**src/rtl/train_scheduler_if.sv**
```systemverilog
// Host/datapath bundle for train_scheduler: configuration, sample request/completion and run status.
interface train_scheduler_if #(
  parameter int unsigned BITS = 16
);
  logic            start;
  logic            abort;
  logic [BITS-1:0] n_train;
  logic [BITS-1:0] n_valid;
  logic [BITS-1:0] max_epoch;
  logic [BITS-1:0] patience;
  logic            req;
  logic            train_mode;
  logic [BITS-1:0] sample_idx;
  logic [BITS-1:0] epoch;
  logic            done_in;
  logic [BITS-1:0] sample_err;
  logic            save;
  logic            busy;
  logic            done;
  logic [1:0]      stop_reason;

  modport master (
    output start, abort, n_train, n_valid, max_epoch, patience, done_in, sample_err,
    input  req, train_mode, sample_idx, epoch, save, busy, done, stop_reason
  );

  modport slave (
    input  start, abort, n_train, n_valid, max_epoch, patience, done_in, sample_err,
    output req, train_mode, sample_idx, epoch, save, busy, done, stop_reason
  );
endinterface

```
**src/rtl/train_scheduler.sv**
```systemverilog
// Epoch sequencer: issues training then validation sample requests, tracks best validation
// error per epoch, pulses save on improvement and stops on max epoch, patience or abort.
module train_scheduler #(
  parameter int unsigned BITS = 16,
  parameter int unsigned ACC  = 32
) (
  input  logic             clk,
  input  logic             rst_n,
  train_scheduler_if.slave bus
);

  typedef enum logic [2:0] {
    S_IDLE, S_T_REQ, S_T_WAIT, S_V_REQ, S_V_WAIT, S_EVAL, S_DONE
  } state_t;

  state_t          r_state;
  state_t          w_entry;
  logic [BITS-1:0] r_n_train, r_n_valid, r_max_epoch, r_patience;
  logic [BITS-1:0] r_sample_idx, r_epoch, r_stall;
  logic [ACC-1:0]  r_acc, r_best;
  logic            r_req, r_train_mode, r_save, r_busy, r_done;
  logic [1:0]      r_stop_reason;

  logic [BITS-1:0] w_nt, w_nv, w_stall_next;
  logic [ACC:0]    w_sum;
  logic [ACC-1:0]  w_acc_next;
  logic            w_improved, w_last_epoch, w_t_last, w_v_last;

  always_comb begin
    w_nt         = (r_state == S_IDLE) ? bus.n_train : r_n_train;
    w_nv         = (r_state == S_IDLE) ? bus.n_valid : r_n_valid;
    w_entry      = (w_nt != '0) ? S_T_REQ : ((w_nv != '0) ? S_V_REQ : S_EVAL);
    w_sum        = {1'b0, r_acc} + {{(ACC + 1 - BITS){1'b0}}, bus.sample_err};
    w_acc_next   = w_sum[ACC] ? '1 : w_sum[ACC-1:0];
    w_improved   = (r_epoch == '0) || (r_acc < r_best);
    w_stall_next = w_improved ? '0 : r_stall + BITS'(1);
    w_last_epoch = ({1'b0, r_epoch} + {{BITS{1'b0}}, 1'b1}) == {1'b0, r_max_epoch};
    w_t_last     = r_sample_idx == r_n_train - BITS'(1);
    w_v_last     = r_sample_idx == r_n_valid - BITS'(1);
  end

  always_ff @(posedge clk or negedge rst_n) begin
    if (!rst_n) begin
      r_state       <= S_IDLE;
      r_n_train     <= '0;
      r_n_valid     <= '0;
      r_max_epoch   <= '0;
      r_patience    <= '0;
      r_sample_idx  <= '0;
      r_epoch       <= '0;
      r_stall       <= '0;
      r_acc         <= '0;
      r_best        <= '1;
      r_req         <= 1'b0;
      r_train_mode  <= 1'b0;
      r_save        <= 1'b0;
      r_busy        <= 1'b0;
      r_done        <= 1'b0;
      r_stop_reason <= 2'b00;
    end else begin
      r_req  <= 1'b0;
      r_save <= 1'b0;
      // Abort wins over any same-cycle completion; a run already in DONE just finishes.
      if (r_busy && bus.abort && r_state != S_DONE) begin
        r_state       <= S_DONE;
        r_done        <= 1'b1;
        r_stop_reason <= 2'b11;
      end else begin
        case (r_state)
          S_IDLE: if (bus.start) begin
            r_n_train    <= bus.n_train;
            r_n_valid    <= bus.n_valid;
            r_max_epoch  <= bus.max_epoch;
            r_patience   <= bus.patience;
            r_epoch      <= '0;
            r_sample_idx <= '0;
            r_stall      <= '0;
            r_acc        <= '0;
            r_busy       <= 1'b1;
            if (bus.max_epoch == '0) begin
              r_state       <= S_DONE;
              r_stop_reason <= 2'b01;
            end else begin
              r_stop_reason <= 2'b00;
              r_state       <= w_entry;
              r_req         <= (w_entry != S_EVAL);
              r_train_mode  <= (w_entry == S_T_REQ);
            end
          end
          S_T_REQ: r_state <= S_T_WAIT;
          S_T_WAIT: if (bus.done_in) begin
            if (w_t_last) begin
              r_sample_idx <= '0;
              if (r_n_valid == '0) begin
                r_state <= S_EVAL;
              end else begin
                r_state      <= S_V_REQ;
                r_req        <= 1'b1;
                r_train_mode <= 1'b0;
              end
            end else begin
              r_sample_idx <= r_sample_idx + BITS'(1);
              r_state      <= S_T_REQ;
              r_req        <= 1'b1;
            end
          end
          S_V_REQ: r_state <= S_V_WAIT;
          S_V_WAIT: if (bus.done_in) begin
            r_acc <= w_acc_next;
            if (w_v_last) begin
              r_sample_idx <= '0;
              r_state      <= S_EVAL;
            end else begin
              r_sample_idx <= r_sample_idx + BITS'(1);
              r_state      <= S_V_REQ;
              r_req        <= 1'b1;
            end
          end
          S_EVAL: begin
            r_acc   <= '0;
            r_stall <= w_stall_next;
            if (w_improved) begin
              r_best <= r_acc;
              r_save <= 1'b1;
            end
            if (r_patience != '0 && w_stall_next == r_patience) begin
              r_state       <= S_DONE;
              r_done        <= 1'b1;
              r_stop_reason <= 2'b10;
            end else if (w_last_epoch) begin
              r_state       <= S_DONE;
              r_done        <= 1'b1;
              r_stop_reason <= 2'b01;
            end else begin
              r_epoch      <= r_epoch + BITS'(1);
              r_state      <= w_entry;
              r_req        <= (w_entry != S_EVAL);
              r_train_mode <= (w_entry == S_T_REQ);
            end
          end
          S_DONE: begin
            // Entry straight from IDLE (max_epoch==0) spends one busy cycle before pulsing done.
            if (!r_done) begin
              r_done <= 1'b1;
            end else begin
              r_done  <= 1'b0;
              r_busy  <= 1'b0;
              r_state <= S_IDLE;
            end
          end
          default: r_state <= S_IDLE;
        endcase
      end
    end
  end

  assign bus.req         = r_req;
  assign bus.train_mode  = r_train_mode;
  assign bus.sample_idx  = r_sample_idx;
  assign bus.epoch       = r_epoch;
  assign bus.save        = r_save;
  assign bus.busy        = r_busy;
  assign bus.done        = r_done;
  assign bus.stop_reason = r_stop_reason;

endmodule

```
**src/flat_wrapper.sv**
```systemverilog
// flat-port wrapper written by rule: the top's interface ports become plain ports
module train_scheduler_flat 
#(
  parameter int unsigned BITS = 16,
  parameter int unsigned ACC  = 32
)
  (clk, rst_n, bus_start, bus_abort, bus_n_train, bus_n_valid, bus_max_epoch, bus_patience, bus_done_in, bus_sample_err, bus_req, bus_train_mode, bus_sample_idx, bus_epoch, bus_save, bus_busy, bus_done, bus_stop_reason);
  train_scheduler_if #(.BITS(BITS)) bus_i ();
  input  logic clk;
  input  logic rst_n;
  input wire logic [$bits(bus_i.start)-1:0] bus_start;
  input wire logic [$bits(bus_i.abort)-1:0] bus_abort;
  input wire logic [$bits(bus_i.n_train)-1:0] bus_n_train;
  input wire logic [$bits(bus_i.n_valid)-1:0] bus_n_valid;
  input wire logic [$bits(bus_i.max_epoch)-1:0] bus_max_epoch;
  input wire logic [$bits(bus_i.patience)-1:0] bus_patience;
  input wire logic [$bits(bus_i.done_in)-1:0] bus_done_in;
  input wire logic [$bits(bus_i.sample_err)-1:0] bus_sample_err;
  output wire logic [$bits(bus_i.req)-1:0] bus_req;
  output wire logic [$bits(bus_i.train_mode)-1:0] bus_train_mode;
  output wire logic [$bits(bus_i.sample_idx)-1:0] bus_sample_idx;
  output wire logic [$bits(bus_i.epoch)-1:0] bus_epoch;
  output wire logic [$bits(bus_i.save)-1:0] bus_save;
  output wire logic [$bits(bus_i.busy)-1:0] bus_busy;
  output wire logic [$bits(bus_i.done)-1:0] bus_done;
  output wire logic [$bits(bus_i.stop_reason)-1:0] bus_stop_reason;
  assign bus_i.start = bus_start;
  assign bus_i.abort = bus_abort;
  assign bus_i.n_train = bus_n_train;
  assign bus_i.n_valid = bus_n_valid;
  assign bus_i.max_epoch = bus_max_epoch;
  assign bus_i.patience = bus_patience;
  assign bus_i.done_in = bus_done_in;
  assign bus_i.sample_err = bus_sample_err;
  assign bus_req = bus_i.req;
  assign bus_train_mode = bus_i.train_mode;
  assign bus_sample_idx = bus_i.sample_idx;
  assign bus_epoch = bus_i.epoch;
  assign bus_save = bus_i.save;
  assign bus_busy = bus_i.busy;
  assign bus_done = bus_i.done;
  assign bus_stop_reason = bus_i.stop_reason;
  train_scheduler #(.BITS(BITS), .ACC(ACC)) u_core (.clk(clk), .rst_n(rst_n), .bus(bus_i));
endmodule
```
**config.mk**
```make
export PLATFORM = sky130hd
export DESIGN_NAME = train_scheduler_flat
export DESIGN_NICKNAME = d
export VERILOG_FILES = /design/src/rtl/train_scheduler_if.sv /design/src/rtl/train_scheduler.sv /design/src/flat_wrapper.sv
export SDC_FILE = /design/constraint.sdc
export NUM_CORES = 1
export LEC_CHECK = 0
export BUFFER_PORTS_ARGS = -buffer_cell sky130_fd_sc_hd__buf_2
export CAP_MARGIN = 30
export CORE_UTILIZATION = 54
export CTS_BUF_LIST = sky130_fd_sc_hd__clkbuf_8 sky130_fd_sc_hd__clkbuf_16
export DETAILED_ROUTE_END_ITERATION = 10
export PLACE_DENSITY_LB_ADDON = 0.3
export SETUP_SLACK_MARGIN = 0.3
export SLEW_MARGIN = 25
export SYNTH_ARGS = -nofsm -noshare
export SYNTH_HDL_FRONTEND = slang
export SYNTH_SLANG_ARGS = --single-unit
```
**constraint.sdc**
```tcl
create_clock -name clk -period 8.2 [get_ports clk]
set_input_delay 0 -clock clk [delete_from_list [all_inputs] [get_ports clk]]
set_output_delay 0 -clock clk [all_outputs]
set_load 0.02 [all_outputs]
```
## After elaboration in Yosys (flattened, before gate mapping)

Cells that the tools add are included.

- $add $sub $neg: 7
- $mul: 0
- Divide/modulo/power cells: 0
- Order comparisons: 1
- Eq/ne operators: 27
- Shift operators: 0
- Mux-type cells: 67
- Bitwise logic cells: 1
- Reductions and logical operators: 29

Operators with widths:

| cell | number |
|---|---|
| $mux W16 | 10 |
| $mux W32 | 3 |
| $pmux W32 S3 | 1 |
| $pmux W16 S2 | 2 |
| $add A16 B1 Y16 const B | 3 |
| $eq A16 B16 Y1 | 3 |
| $logic_not A16 Y1 | 3 |
| $pmux W16 S3 | 1 |
| $reduce_bool A16 Y1 | 3 |
| $mux W3 | 13 |
| $add A32 B16 Y33 | 1 |
| $lt A32 B32 Y1 | 1 |
| $sub A16 B1 Y16 const B | 2 |
| $mux W1 | 27 |
| $pmux W3 S7 | 1 |
| $add A16 B1 Y17 const B | 1 |
| $eq A17 B16 Y1 | 1 |
| $reduce_bool A3 Y1 | 5 |
| $ne A2 B2 Y1 const B | 7 |
| $reduce_and A3 Y1 | 4 |
| $reduce_and A4 Y1 | 3 |
| $reduce_and A5 Y1 | 2 |
| $eq A3 B3 Y1 const B | 3 |
| $ne A3 B3 Y1 const B | 3 |
| 18 further kinds | 29 |

- Bits in registers: 186
- Bits in latches: 0
- RAM bits: 0
- ROM bits: 0
- Input port bits: 85
- Output and inout bits: 39
- Memories kept: 0

## Longest topological paths before layout

- Depth in word-level cells: 10
- Mapped depth: 15
- Mapped depth without buffers: 14

## Worst setup path before layout

Ideal clock, no wire load.

- Path type: reg2reg
- Start point: register u_core.r_epoch[0] (netlist: u_core.bus.epoch[0])
- End point: register u_core.r_epoch[11] (netlist: u_core.bus.epoch[11])
- Data arrival time: 3.261 ns
- Data required time: 8.076 ns
- Setup slack: 4.815 ns
- Stages on the path, launching flop included: 13
- Buffers on the path: 1
- Cell sequence: dfrtp_1 -> ha_1 -> and4_1 -> and4_4 -> nand3_2 -> or3_1 -> xnor2_1 -> a311o_1 -> or4_4 -> nand3_2 -> buf_6 -> nor3_1 -> a211o_1

- Longest elaborated chain between the ends: 7
- Elaborated cells between the ends (all ways): 14
- Those cells by class: 2 x add/sub; 4 x eq/ne; 4 x mux; 4 x reduce/logical

RTL lines:

| item | RTL line | source |
|---|---|---|
| start: declaration | train_scheduler.sv:19 | `logic [BITS-1:0] r_sample_idx, r_epoch, r_stall;` |
| start signal: assignment | train_scheduler.sv:135 | `r_epoch <= r_epoch + BITS'(1);` |
| parallel branches: the longest is 7 deep, another holds $add A16 B1 Y17 | n/a |  |

Parallel ways; which one is timed is not known. The select of a mux whose other input is x is not followed.
A chain may end at the register's enable or synchronous reset.

## Worst setup path after layout

- Start point: register u_core.r_best[7]
- End point: register u_core.r_epoch[5] (netlist: u_core.bus.epoch[5])

- Longest elaborated chain between the ends: 7

RTL lines:

| item | RTL line | source |
|---|---|---|
| start: declaration | train_scheduler.sv:20 | `logic [ACC-1:0] r_acc, r_best;` |
| start signal: assignment | train_scheduler.sv:123 | `r_best <= r_acc;` |
| $lt A32 B32 Y1 | train_scheduler.sv:35 | `w_improved = (r_epoch == '0) \|\| (r_acc < r_best);` |
| $logic_or A1 B1 Y1 | train_scheduler.sv:35 |  |
| $mux W16 | train_scheduler.sv:36 | `w_stall_next = w_improved ? '0 : r_stall + BITS'(1);` |
| $eq A16 B16 Y1 | train_scheduler.sv:126 | `if (r_patience != '0 && w_stall_next == r_patience) begin` |
| $logic_and A1 B1 Y1 | train_scheduler.sv:126 |  |
| $ne A2 B2 Y1 (no source line) | n/a |  |
| $reduce_and A5 Y1 (no source line) | n/a |  |

Every way passes these cells.

==> impl_metrics.py <==
metrics = {
    "outcome": {
        "status": "finished clean",
    },
    "critical_path": {
        "arrival_ns": 4.34,
        "r2r_slack_ns": 4.18,
        "crit_path_max_fanout": 18,
        "cp.required_ns": 8.52,
        "worstSetupEndpointType": "flip-flop",
        "critPathLaunchType": "flip-flop",
        "crit_type": "reg -> reg",
    },
    "floorplanning": {
        "die_x_um": 153,
        "io_pins": 124,
        "die_h_um": 153,
        "rows": 54,
        "die-area_um2": 23300,
        "core_region_area_um2": 22000,
        "start_util_pct": 55.6,
    },
    "final_layout": {
        "areaGrowthSynthToFinish_pct": 16.5,
        "post-route-util_pct": 64.8,
        "num_antenna_cells": 0,
        "multiInputGateArea_um2": 7020,
        "fin_nets": 1665,
        "fin_cells": 1818,
        "fillers": 1775,
        "design_area_um2": 14300,
        "drive_gt1_share_pct": 19.0,
        "seqCellArea_um2": 4690,
    },
    "yosys": {
        "netlist_area_um2": 12200,
        "synth_warnings": 0,
        "synth_top_area_share_pct": 31.5,
        "synth_fp_nets": 1518,
        "avgSynthCellArea_um2": 8.89,
        "synth-edff-count": 0,
        "yosysSeqAreaShare_pct": 38.3,
        "synth_area_leaders": "dfrtp_1 31%, dfstp_2 6.9%, mux2_2 6.2%",
        "yosys.area.top_type": "dfrtp_1",
        "ys_async_sr_fraction_pct": 100,
        "syn_inst": 1378,
        "ys_types": 83,
        "synth_ff_type": "dfrtp_1",
        "synth-seq-cells": 186,
    },
    "drt": {
        "wire_per_inst_um": 16.8,
        "num_vias": 10844,
        "drc_errors": 0,
        "dr.pass1.iters": 7,
        "wl_um": 30600,
        "viasPerCell": 5.96,
        "first_iter_violations": 713,
        "antenna_left": 0,
    },
    "timing": {
        "finalSetupViolations": 0,
        "post-route-min-period_ns": 4.02,
        "tightest_slew_ns": 1.05,
        "rsz0062_at_grt": "false",
        "finalHoldViolCount": 0,
        "fmax_mhz": 249,
        "timing.setup.tns_ns": 0,
        "period_share_pct": 49.1,
        "drv_slew": 0,
        "timing.slew.headroom_pct": 29.2,
        "skew_ns": 0.0146,
    },
    "clocking": {
        "cts.htree.levels": 4,
        "cts_tree": "done",
        "clk_path_buf_depth": 2,
        "numCtsBuffers": 17,
        "cts.clk_slew.worst_paths_ns": 0.07,
        "cts-root-buf": "clkbuf_16",
        "clk_latency_ns": 0.44,
        "cts_setup_buffers": 0,
        "cts.sinks": 186,
    },
    "placed_design": {
        "placed_area_um2": 13000,
        "portBuffers": 123,
        "placed_cells": 1718,
        "post-dp-hpwl_um": 20800,
        "gp_congestion": 0.867,
    },
    "flow_run": {
        "max_cap_violations": 0,
    },
    "grt": {
        "grt_max_degree": 65,
        "grt_overflow": 0,
        "antenna_found_initial": 1,
        "grt_util_all_layers_pct": 27.2,
        "grt_pass1_wl_um": 52000,
        "grt_pass1_vias": 10453,
    },
    "pwr": {
        "comb_power_share_pct": 41.4,
        "leakage_nw": 6.17,
        "clockPowerShare_pct": 20.3,
        "ir_drop_mv": 0.178,
        "power_density_nw_per_um2": 298,
        "internal_power_mw": 2.56,
        "swShare_pct": 39.9,
        "finalPower_mw": 4.26,
        "pwr-share-seq_pct": 38.3,
        "p_sw_mw": 1.70,
    },
    "worst_hold_path": {
        "hold_path.class": "in -> reg",
    },
}
[state kept, by name, indices dropped and copies added, names as in the netlist]
signal	flops
u_core.bus.train_mode	1
u_core.bus.save	1
u_core.r_acc	32
u_core.r_n_valid	16
u_core.bus.req	1
u_core.bus.stop_reason	2
u_core.r_max_epoch	16
u_core.r_stall	16
u_core.r_patience	16
u_core.r_best	32
u_core.bus.epoch	16
u_core.bus.done	1
u_core.r_state	3
u_core.bus.busy	1
u_core.bus.sample_idx	16
u_core.r_n_train	16
[repair_timing]
item,in CTS,in global routing
hold buffers,67,0
resized for setup,0,0
hold endpoints to repair,128,0
endpoints found under the setup margin,0,0
[synth_stat cells (all sizes together) (8+ instances only)]
master  instances
mux2           68
nand2         158
clkbuf         47
or3            14
a31oi          12
nand2b         24
dfstp          32
nor2           98
or4            12
inv            58
nand3          37
and3           19
nand4          20
mux2i          13
nor3b           8
a21oi          62
o31ai          10
o21ai         144
nor2b          14
xnor2          65
nor3           44
ha             54
buf            23
nor4           32
a21o           18
xor2           30
dfrtp         154
[path summary, 6_finish.rpt]
| check | start | to | cells after the start |
|---|---|---|---|
| max in group asynchronous | rst_n | u_core.r_max_epoch[15]$_DFFE_PN0P_ | 3 |
| min in group asynchronous | rst_n | u_core.bus.save$_DFF_PN0_ | 2 |
| hold reg to reg | u_core.r_best[23]$_DFFE_PN1P_ | u_core.r_best[23]$_DFFE_PN1P_ | 2 |
| setup / recovery | u_core.r_best[7]$_DFFE_PN1P_ | u_core.bus.epoch[5]$_DFFE_PN0P_ | 13 |
| setup reg to reg | u_core.r_best[7]$_DFFE_PN1P_ | u_core.bus.epoch[5]$_DFFE_PN0P_ | 13 |
| hold / removal | bus_abort | u_core.bus.req$_DFF_PN0_ | 3 |
[layout by cell type, fill, tap and decap left out, types with 9 or more instances in the layout]
cell type	Yosys	routed
buf_2	17	122
o31ai_1	10	10
clkbuf_16	0	17
ha_1	54	54
nor2_1	97	97
nor2b_1	14	14
nand2b_1	24	24
or3_1	14	14
a31oi_1	12	12
and3_1	19	19
o21ai_0	119	119
dlygate4sd3_1	0	67
nand2_1	158	157
xnor2_1	65	65
dfrtp_1	154	154
mux2i_1	13	13
a21o_1	18	18
dfstp_2	32	32
inv_1	58	60
a21oi_1	62	62
or4_1	9	9
mux2_2	67	67
xor2_1	30	30
o21ai_1	25	25
nand3_1	32	32
nor4_1	29	29
nor3_1	42	41
nand4_1	19	19
[cells by family after synthesis]
| kind of cell | Yosys count | synth area share (%) |
|---|---|---|
| muxes | 81 | 7.34 |
| AOI/OAI and AO/OA | 318 | 15.7 |
| DFF | 186 | 38.3 |
| adders and majority gates | 55 | 5.68 |
| and+or+nand+nor | 513 | 21.5 |
| xor gates and xnor gates | 96 | 6.98 |
| buffers and inverters | 129 | 4.41 |
[worst max-delay path, cell delays in order (launching register included)]
cell and delay, ns:
dfstp_2 0.52, inv_1 0.04, ha_1 0.29, nand2_1 0.08
nor3_1 0.19, a21oi_1 0.09, o21ai_1 0.35, a41oi_2 0.44
or4_1 0.60, a311oi_1 0.36, nand4_2 0.24, nand3_2 0.31
nor2_1 0.10, a211o_1 0.28
[per-layer routing]
layer | global-route usage (%) | wire [um]
met1 | 36.1 | 13600
met2 | 45.3 | 14900
met3 | 3.95 | 1300
met4 | 10.1 | 764
met5 | 0 | 0
[metrics by stage]
step | hold slack (ns) | worst slack, ns
floorplan | -0.296 | 4.81
global placement | 0.0340 | 4.36
detailed placement | 0.0277 | 4.22
CTS | 0.0204 | 4.18
global route | 0.0794 | 3.80
finish | 0.0485 | 4.18
[power groups by stage]
stage               registers (mW)  clock network [mW]  logic (mW)
floorplan                     1.51                   0        1.40
global placement              1.61                   0        1.65
detailed placement            1.63                   0        1.71
CTS                           1.61               0.875        1.74
global route                  1.68               0.913        1.97
finish                        1.63               0.864        1.76
[layout make-up]
| type | instances | share of cell area [%] |
|---|---|---|
| Clock buffer | 18 | 3.08 |
| Clock inverter | 14 | 1.20 |
| Inverter | 59 | 1.55 |
| Multi-Input combinational cell | 1063 | 49.2 |
| Sequential cell | 186 | 32.9 |
| Tap cell | 280 | 2.45 |
| Timing Repair Buffer | 198 | 9.63 |
(Power assumes the default switching activity.)
